$ cat src/rtl/fb_pixel_writer.sv
// Pixel-stream to framebuffer writer: filters off-screen/transparent pixels,
// buffers {address, colour} in a FIFO and drains it through a single output register.
module fb_pixel_writer #(
    parameter int H_RES            = 640,
    parameter int V_RES            = 480,
    parameter int ADDR_W           = 19,
    parameter int DEPTH            = 16,
    parameter int SKIP_TRANSPARENT = 1
) (
    input  logic              clk_i,
    input  logic              rst_ni,
    input  logic              pix_we_i,
    input  logic [9:0]        pix_x_i,
    input  logic [9:0]        pix_y_i,
    input  logic [7:0]        pix_data_i,
    input  logic              fb_ready_i,
    input  logic              clear_overflow_i,
    output logic              fb_we_o,
    output logic [ADDR_W-1:0] fb_addr_o,
    output logic [7:0]        fb_data_o,
    output logic              fifo_full_o,
    output logic              overflow_o,
    output logic              idle_o,
    output logic              dbg_state_o
);

    localparam int PTR_W = $clog2(DEPTH);
    localparam int CNT_W = $clog2(DEPTH + 1);
    localparam int E_W   = ADDR_W + 8;
    localparam logic [10:0]      H_LIM    = 11'(H_RES);
    localparam logic [10:0]      V_LIM    = 11'(V_RES);
    localparam logic [CNT_W-1:0] CNT_FULL = CNT_W'(DEPTH);

    typedef enum logic {
        ST_EMPTY   = 1'b0,
        ST_PENDING = 1'b1
    } out_state_e;

    // Input filter and address generation
    logic              transparent;
    logic              keep;
    logic [ADDR_W-1:0] x_ext;
    logic [ADDR_W-1:0] y_ext;
    logic [ADDR_W-1:0] pix_addr;

    assign transparent = (SKIP_TRANSPARENT != 0) && (pix_data_i == 8'd0);
    assign keep        = pix_we_i && ({1'b0, pix_x_i} < H_LIM) &&
                         ({1'b0, pix_y_i} < V_LIM) && !transparent;
    assign x_ext       = {{(ADDR_W-10){1'b0}}, pix_x_i};
    assign y_ext       = {{(ADDR_W-10){1'b0}}, pix_y_i};

    generate
        if (H_RES == 640) begin : g_shift_addr
            // 640 = 512 + 128, so two shifted adds replace the multiplier.
            assign pix_addr = (y_ext << 9) + (y_ext << 7) + x_ext;
        end else begin : g_mul_addr
            assign pix_addr = y_ext * ADDR_W'(H_RES) + x_ext;
        end
    endgenerate

    // FIFO storage and control
    logic [E_W-1:0]    mem_q [DEPTH];
    logic [PTR_W-1:0]  wr_ptr_q, wr_ptr_d;
    logic [PTR_W-1:0]  rd_ptr_q, rd_ptr_d;
    logic [CNT_W-1:0]  count_q, count_d;
    logic              fifo_full_q;
    logic              overflow_q, overflow_d;
    logic [E_W-1:0]    head;
    logic              push;
    logic              pop;
    logic              drop;

    // Output register FSM
    out_state_e        state_q, state_d;
    logic [ADDR_W-1:0] addr_q, addr_d;
    logic [7:0]        data_q, data_d;

    assign head = mem_q[rd_ptr_q];
    assign pop  = (count_q != '0) && ((state_q == ST_EMPTY) || fb_ready_i);
    assign push = keep && ((count_q != CNT_FULL) || pop);
    assign drop = keep && !push;

    always_comb begin
        wr_ptr_d   = wr_ptr_q;
        rd_ptr_d   = rd_ptr_q;
        count_d    = count_q;
        overflow_d = overflow_q;
        if (push) wr_ptr_d = wr_ptr_q + PTR_W'(1);
        if (pop)  rd_ptr_d = rd_ptr_q + PTR_W'(1);
        count_d = count_q + CNT_W'(push) - CNT_W'(pop);
        // A drop in the same cycle as a clear leaves the flag set.
        if (drop)                  overflow_d = 1'b1;
        else if (clear_overflow_i) overflow_d = 1'b0;
    end

    always_comb begin
        state_d = state_q;
        addr_d  = addr_q;
        data_d  = data_q;
        if (pop) begin
            state_d = ST_PENDING;
            addr_d  = head[E_W-1:8];
            data_d  = head[7:0];
        end else if ((state_q == ST_PENDING) && fb_ready_i) begin
            state_d = ST_EMPTY;
        end
    end

    always_ff @(posedge clk_i) begin
        if (push) mem_q[wr_ptr_q] <= {pix_addr, pix_data_i};
    end

    always_ff @(posedge clk_i or negedge rst_ni) begin
        if (!rst_ni) begin
            wr_ptr_q    <= '0;
            rd_ptr_q    <= '0;
            count_q     <= '0;
            fifo_full_q <= 1'b0;
            overflow_q  <= 1'b0;
            state_q     <= ST_EMPTY;
            addr_q      <= '0;
            data_q      <= '0;
        end else begin
            wr_ptr_q    <= wr_ptr_d;
            rd_ptr_q    <= rd_ptr_d;
            count_q     <= count_d;
            fifo_full_q <= (count_d == CNT_FULL);
            overflow_q  <= overflow_d;
            state_q     <= state_d;
            addr_q      <= addr_d;
            data_q      <= data_d;
        end
    end

    assign fb_we_o     = (state_q == ST_PENDING);
    assign fb_addr_o   = addr_q;
    assign fb_data_o   = data_q;
    assign fifo_full_o = fifo_full_q;
    assign overflow_o  = overflow_q;
    assign idle_o      = (count_q == '0) && (state_q == ST_EMPTY);
    assign dbg_state_o = (state_q == ST_PENDING);

endmodule

$ cat config.mk
export PLATFORM = sky130hd
export DESIGN_NAME = fb_pixel_writer
export DESIGN_NICKNAME = d
export VERILOG_FILES = /design/src/rtl/fb_pixel_writer.sv
export SDC_FILE = /design/constraint.sdc
export NUM_CORES = 1
export LEC_CHECK = 0
export BUFFER_PORTS_ARGS = -buffer_cell sky130_fd_sc_hd__buf_2
export CORE_ASPECT_RATIO = 1.2
export CORE_MARGIN = 2
export CORE_UTILIZATION = 50
export DETAILED_ROUTE_END_ITERATION = 16
export GPL_TIMING_DRIVEN = 0
export PLACE_DENSITY = 0.68
export SETUP_SLACK_MARGIN = 0.02
export SLEW_MARGIN = 20
export SYNTH_ARGS = -nofsm -noshare
export SYNTH_HDL_FRONTEND = slang
export SYNTH_SLANG_ARGS = --single-unit
$ cat constraint.sdc
create_clock -name clk_i -period 3.48 [get_ports clk_i]
set_input_delay 0.174 -clock clk_i [delete_from_list [all_inputs] [get_ports clk_i]]
set_output_delay 0.174 -clock clk_i [all_outputs]
set_load 0.02 [all_outputs]
==> key figures <==
Synthesis
  • Mux share of post-synthesis cell area: 14.74%
  • Post-synth EDFFs: 432
  • Synthesized area: 18720 sq um
  • Async S/R FF share, synth: 9.053%
  • Synth Area in Simple Gates: 2.099%
  • Post-synth top area share: 69.31%
  • Yosys warning count: 0
  • Compound-gate portion of the synthesized area: 3.303%
  • Ys flop type: edfxtp_1
  • Syn Area/Cell: 21.12 sq um
  • Synth area leader: edfxtp_1
  • Xor/xnor share of the synthesized area: 0.8892%
  • Synth cell types: 47
  • Largest family of logic cells by synthesized area: multiplexers
  • Synth Area in Adders: 2.260%
  • Post-synth net total: 951
  • Yosys reg bits: 475
  • Synth area leaders: edfxtp_1, mux4_2, dfrtp_1, ha_1, o22ai_1
  • Sequential area share after synthesis: 75.06%
  • Cells after synthesis: 886

Clocking
  • CTS tree: yes
  • Worst-Skew Late Latency: 0.55 ns
  • Setup bufs post-CTS: 0
  • CTS root buf: clkbuf_16
  • Clock slew seen by the registers of the worst setup and hold paths: 0.06 ns
  • Inserted Clock Buffers: 44
  • # clock sinks: 475
  • H-tree Lvls: 2
  • CTS Buffer Depth: 3

Floorplanning
  • DIE WIDTH: 180.6 um
  • Core Area: 36900 sq um
  • Placement Rows: 77
  • Total Die Area: 39000 sq um
  • Io pins: 65
  • Chip height: 215.9 um
  • Initial core utilization: 50.72%

Global route
  • Largest net degree at the start of global routing: 44
  • Gr ovfl total: 0
  • Vias in the first global route: 9698
  • GRT Overall Usage: 20.97%
  • Antenna violations before repair: 0
  • First-pass GRT wire length: 60410 um

Timing
  • Max_slew headroom: 29.40%
  • Slack of the critical path: 0.3252 ns
  • Setup TNS: 0 ns
  • Fmax: 0.3170 GHz
  • Fin crit period: 3.155 ns
  • Tcrit/Tclk final: 90.65%
  • Slew Viols, Final: 0
  • RSZ-0062 raised after global routing: false
  • Worst clock skew: 0.01613 ns
  • # setup viols final: 0
  • Hold_ws: 0.01783 ns
  • Final Hold Viols: 0
  • Worst slew pin tran: 1.055 ns

Worst hold path
  • Hold Crit Class: in -> reg
  • Worst Hold End: mem_q[11][0]
  • Hold_sp: pix_data_i[0]
  • Hold Path Depth: 1

Placement
  • Routability Congestion: 0.7549
  • DP Worst Slack: -0.5614 ns
  • Dpl cell area: 20080 sq um
  • Input/output buffers: 64
  • Placed wire-length estimate: 25810 um

Critical path
  • Crit path launch type: flip-flop
  • R2R Setup Slk: 0.33 ns
  • Most common cell on crit path: inv_1
  • Worst path cell trace: inv_1 > ha_1 > nor4b_4 > nor2_4 > clkbuf_2 > nand2_1 > o41ai_2 > ha_1 > inv_1 > fa_1 > inv_1 > a21oi_1 > o21bai_1 > xnor2_1 > nor4b_2
  • Slowest stage delay, CP: 0.40 ns
  • Kind of critical path: reg -> reg
  • Capture point of the worst reg-to-reg path: fifo_full_o
  • Worst R2R Path Depth: 15
  • Arrival @ worst endpoint: 3.60 ns
  • Reg-to-Reg Start: count_q[2]
  • Crit path max-delay cell type: fa_1
  • Crit end category: flip-flop
  • CP max FO: 10
  • CP Data Required Time: 3.93 ns
  • Critical path origin: count_q[2]

Power and ir drop
  • Net switching power: 4.831 mW
  • Gate power share: 29.3%
  • LEAKAGE: 7.238 nW
  • Internal power: 11.60 mW
  • Sequential fraction of design power: 42.7%
  • Switching part of the total power: 29.40%
  • Max VDD drop: 0.3690 mV
  • PD cells: 759.4 nW/um^2
  • Power share of the clock group: 28.0%

Routing
  • Routed wire per std cell: 26.00 um
  • Routed WL: 39800 um
  • First-pass detailed-route iteration total: 5
  • Antenna viol nets, final: 0
  • Via/cell ratio: 5.988
  • Iter 0 DRT Violations: 974
  • Routed via count: 9167
  • Drt drc: 0

Job
  • Max Cap Viol: 0

Final layout
  • Nets: 1087
  • Syn-to-layout area delta: 15.61%
  • Share of layout cells above drive strength 1: 32.36%
  • ANT cells: 0
  • Final instance area: 21640 sq um
  • Commonest non-fill, non-tap cells in the layout: edfxtp_1, mux4_2, buf_2, o22ai_1, clkbuf_16
  • Most common cell after layout, fill and taps aside: edfxtp_1

Run status
  • Outcome: complete, no violations
-- critical path, delay by kind of cell, from the launching register on --
kind | cells | cell delay [ns]
AOI/OAI and AO/OA | 3 | 0.30
xor gates and xnor gates | 1 | 0.15
adders and majority gates | 3 | 0.83
buffers and inverters | 4 | 0.56
DFF | 1 | 0.35
and+or+nand+nor | 4 | 0.87
-- Yosys cell counts, types with 2 or more instances --
cell type	n
mux2_2	27
nand2_1	6
xnor2_1	12
and3_1	19
xor2_1	7
o22ai_1	54
a21o_1	2
nor2_1	6
nand3_1	3
a21oi_1	36
nor2b_1	6
buf_6	6
o21ai_1	2
ha_1	29
nor4b_1	2
edfxtp_1	432
fa_1	3
clkbuf_1	13
nand2b_1	5
or2_2	2
dfrtp_1	43
or4_1	2
mux4_2	105
nor3_1	4
buf_2	15
nand4_1	3
mux4_1	3
buf_4	10
and2_1	2
inv_1	10
-- power groups by stage --
stage	clock, mW	sequential, mW	combinational (mW)
floorplan	0	7.27	3.22
global placement	0	7.14	4.66
detailed placement	0	7.14	4.81
CTS	4.68	7.03	4.85
global route	4.90	7.06	5.19
finish	4.60	7.02	4.81
-- metal layers --
layer  up-vias  GRT usage (%)  wire length, um
li1       3965              -                -
met1      4808          27.68            15690
met2       325          36.51            20890
met3        69          3.189             2310
met4         0          5.914              913
met5         -              0                0
-- logic make-up (layout without fill, tap and decap cells) --
group / Yosys count / count (layout)
muxes: 136 / 136
and+or+nand+nor: 66 / 66
DFF: 475 / 475
AOI/OAI and AO/OA: 103 / 103
xor gates and xnor gates: 19 / 19
buffers and inverters: 55 / 226
adders and majority gates: 32 / 32
-- layout make-up --
type / count / area (sq um)
inverter: 11 / 41.29
timing repair buffer: 90 / 833.3
buffer: 44 / 267.8
clock inverter: 13 / 98.84
tap: 474 / 593.1
sequential: 475 / 14050
clock buffer: 68 / 1282
multi-input combinational: 356 / 4472
fill: 2634 / 15260
-- registers in the layout, indices dropped and copies added (netlist names) --
register and flops:
mem_q 432, overflow_o 1, fb_addr_o 19, wr_ptr_q 4, fifo_full_o 1, count_q 5, fb_data_o 8, dbg_state_o 1
rd_ptr_q 4
-- through the flow --
stage          instances  total power [mW]  util [%]
6_report            1531             16.43     58.64
5_1_grt             1531             17.16     58.64
4_1_cts             1531             16.55     58.43
3_5_place_dp        1441             11.95     54.42
3_3_place_gp        1424             11.80     53.21
2_1_floorplan        886             10.49         -
-- worst max-delay path by stage --
stage               slack [ns]      endpoint
global placement         -0.76  mem_q[3][10]
finish                    0.33   fifo_full_o
detailed placement       -0.56   fifo_full_o
global route              0.03   fifo_full_o
CTS                       0.09   fifo_full_o
floorplan                 0.57   fifo_full_o
-- what timing repair did --
item                       4_1_cts  5_1_grt
resized for setup                3        3
hold endpoints to repair        88        0
pin swaps                        0        0
cloned                           0        0
setup endpoints to repair        4        1
hold buffers                     9        0
Note: power is estimated with default switching activity, not from simulation.
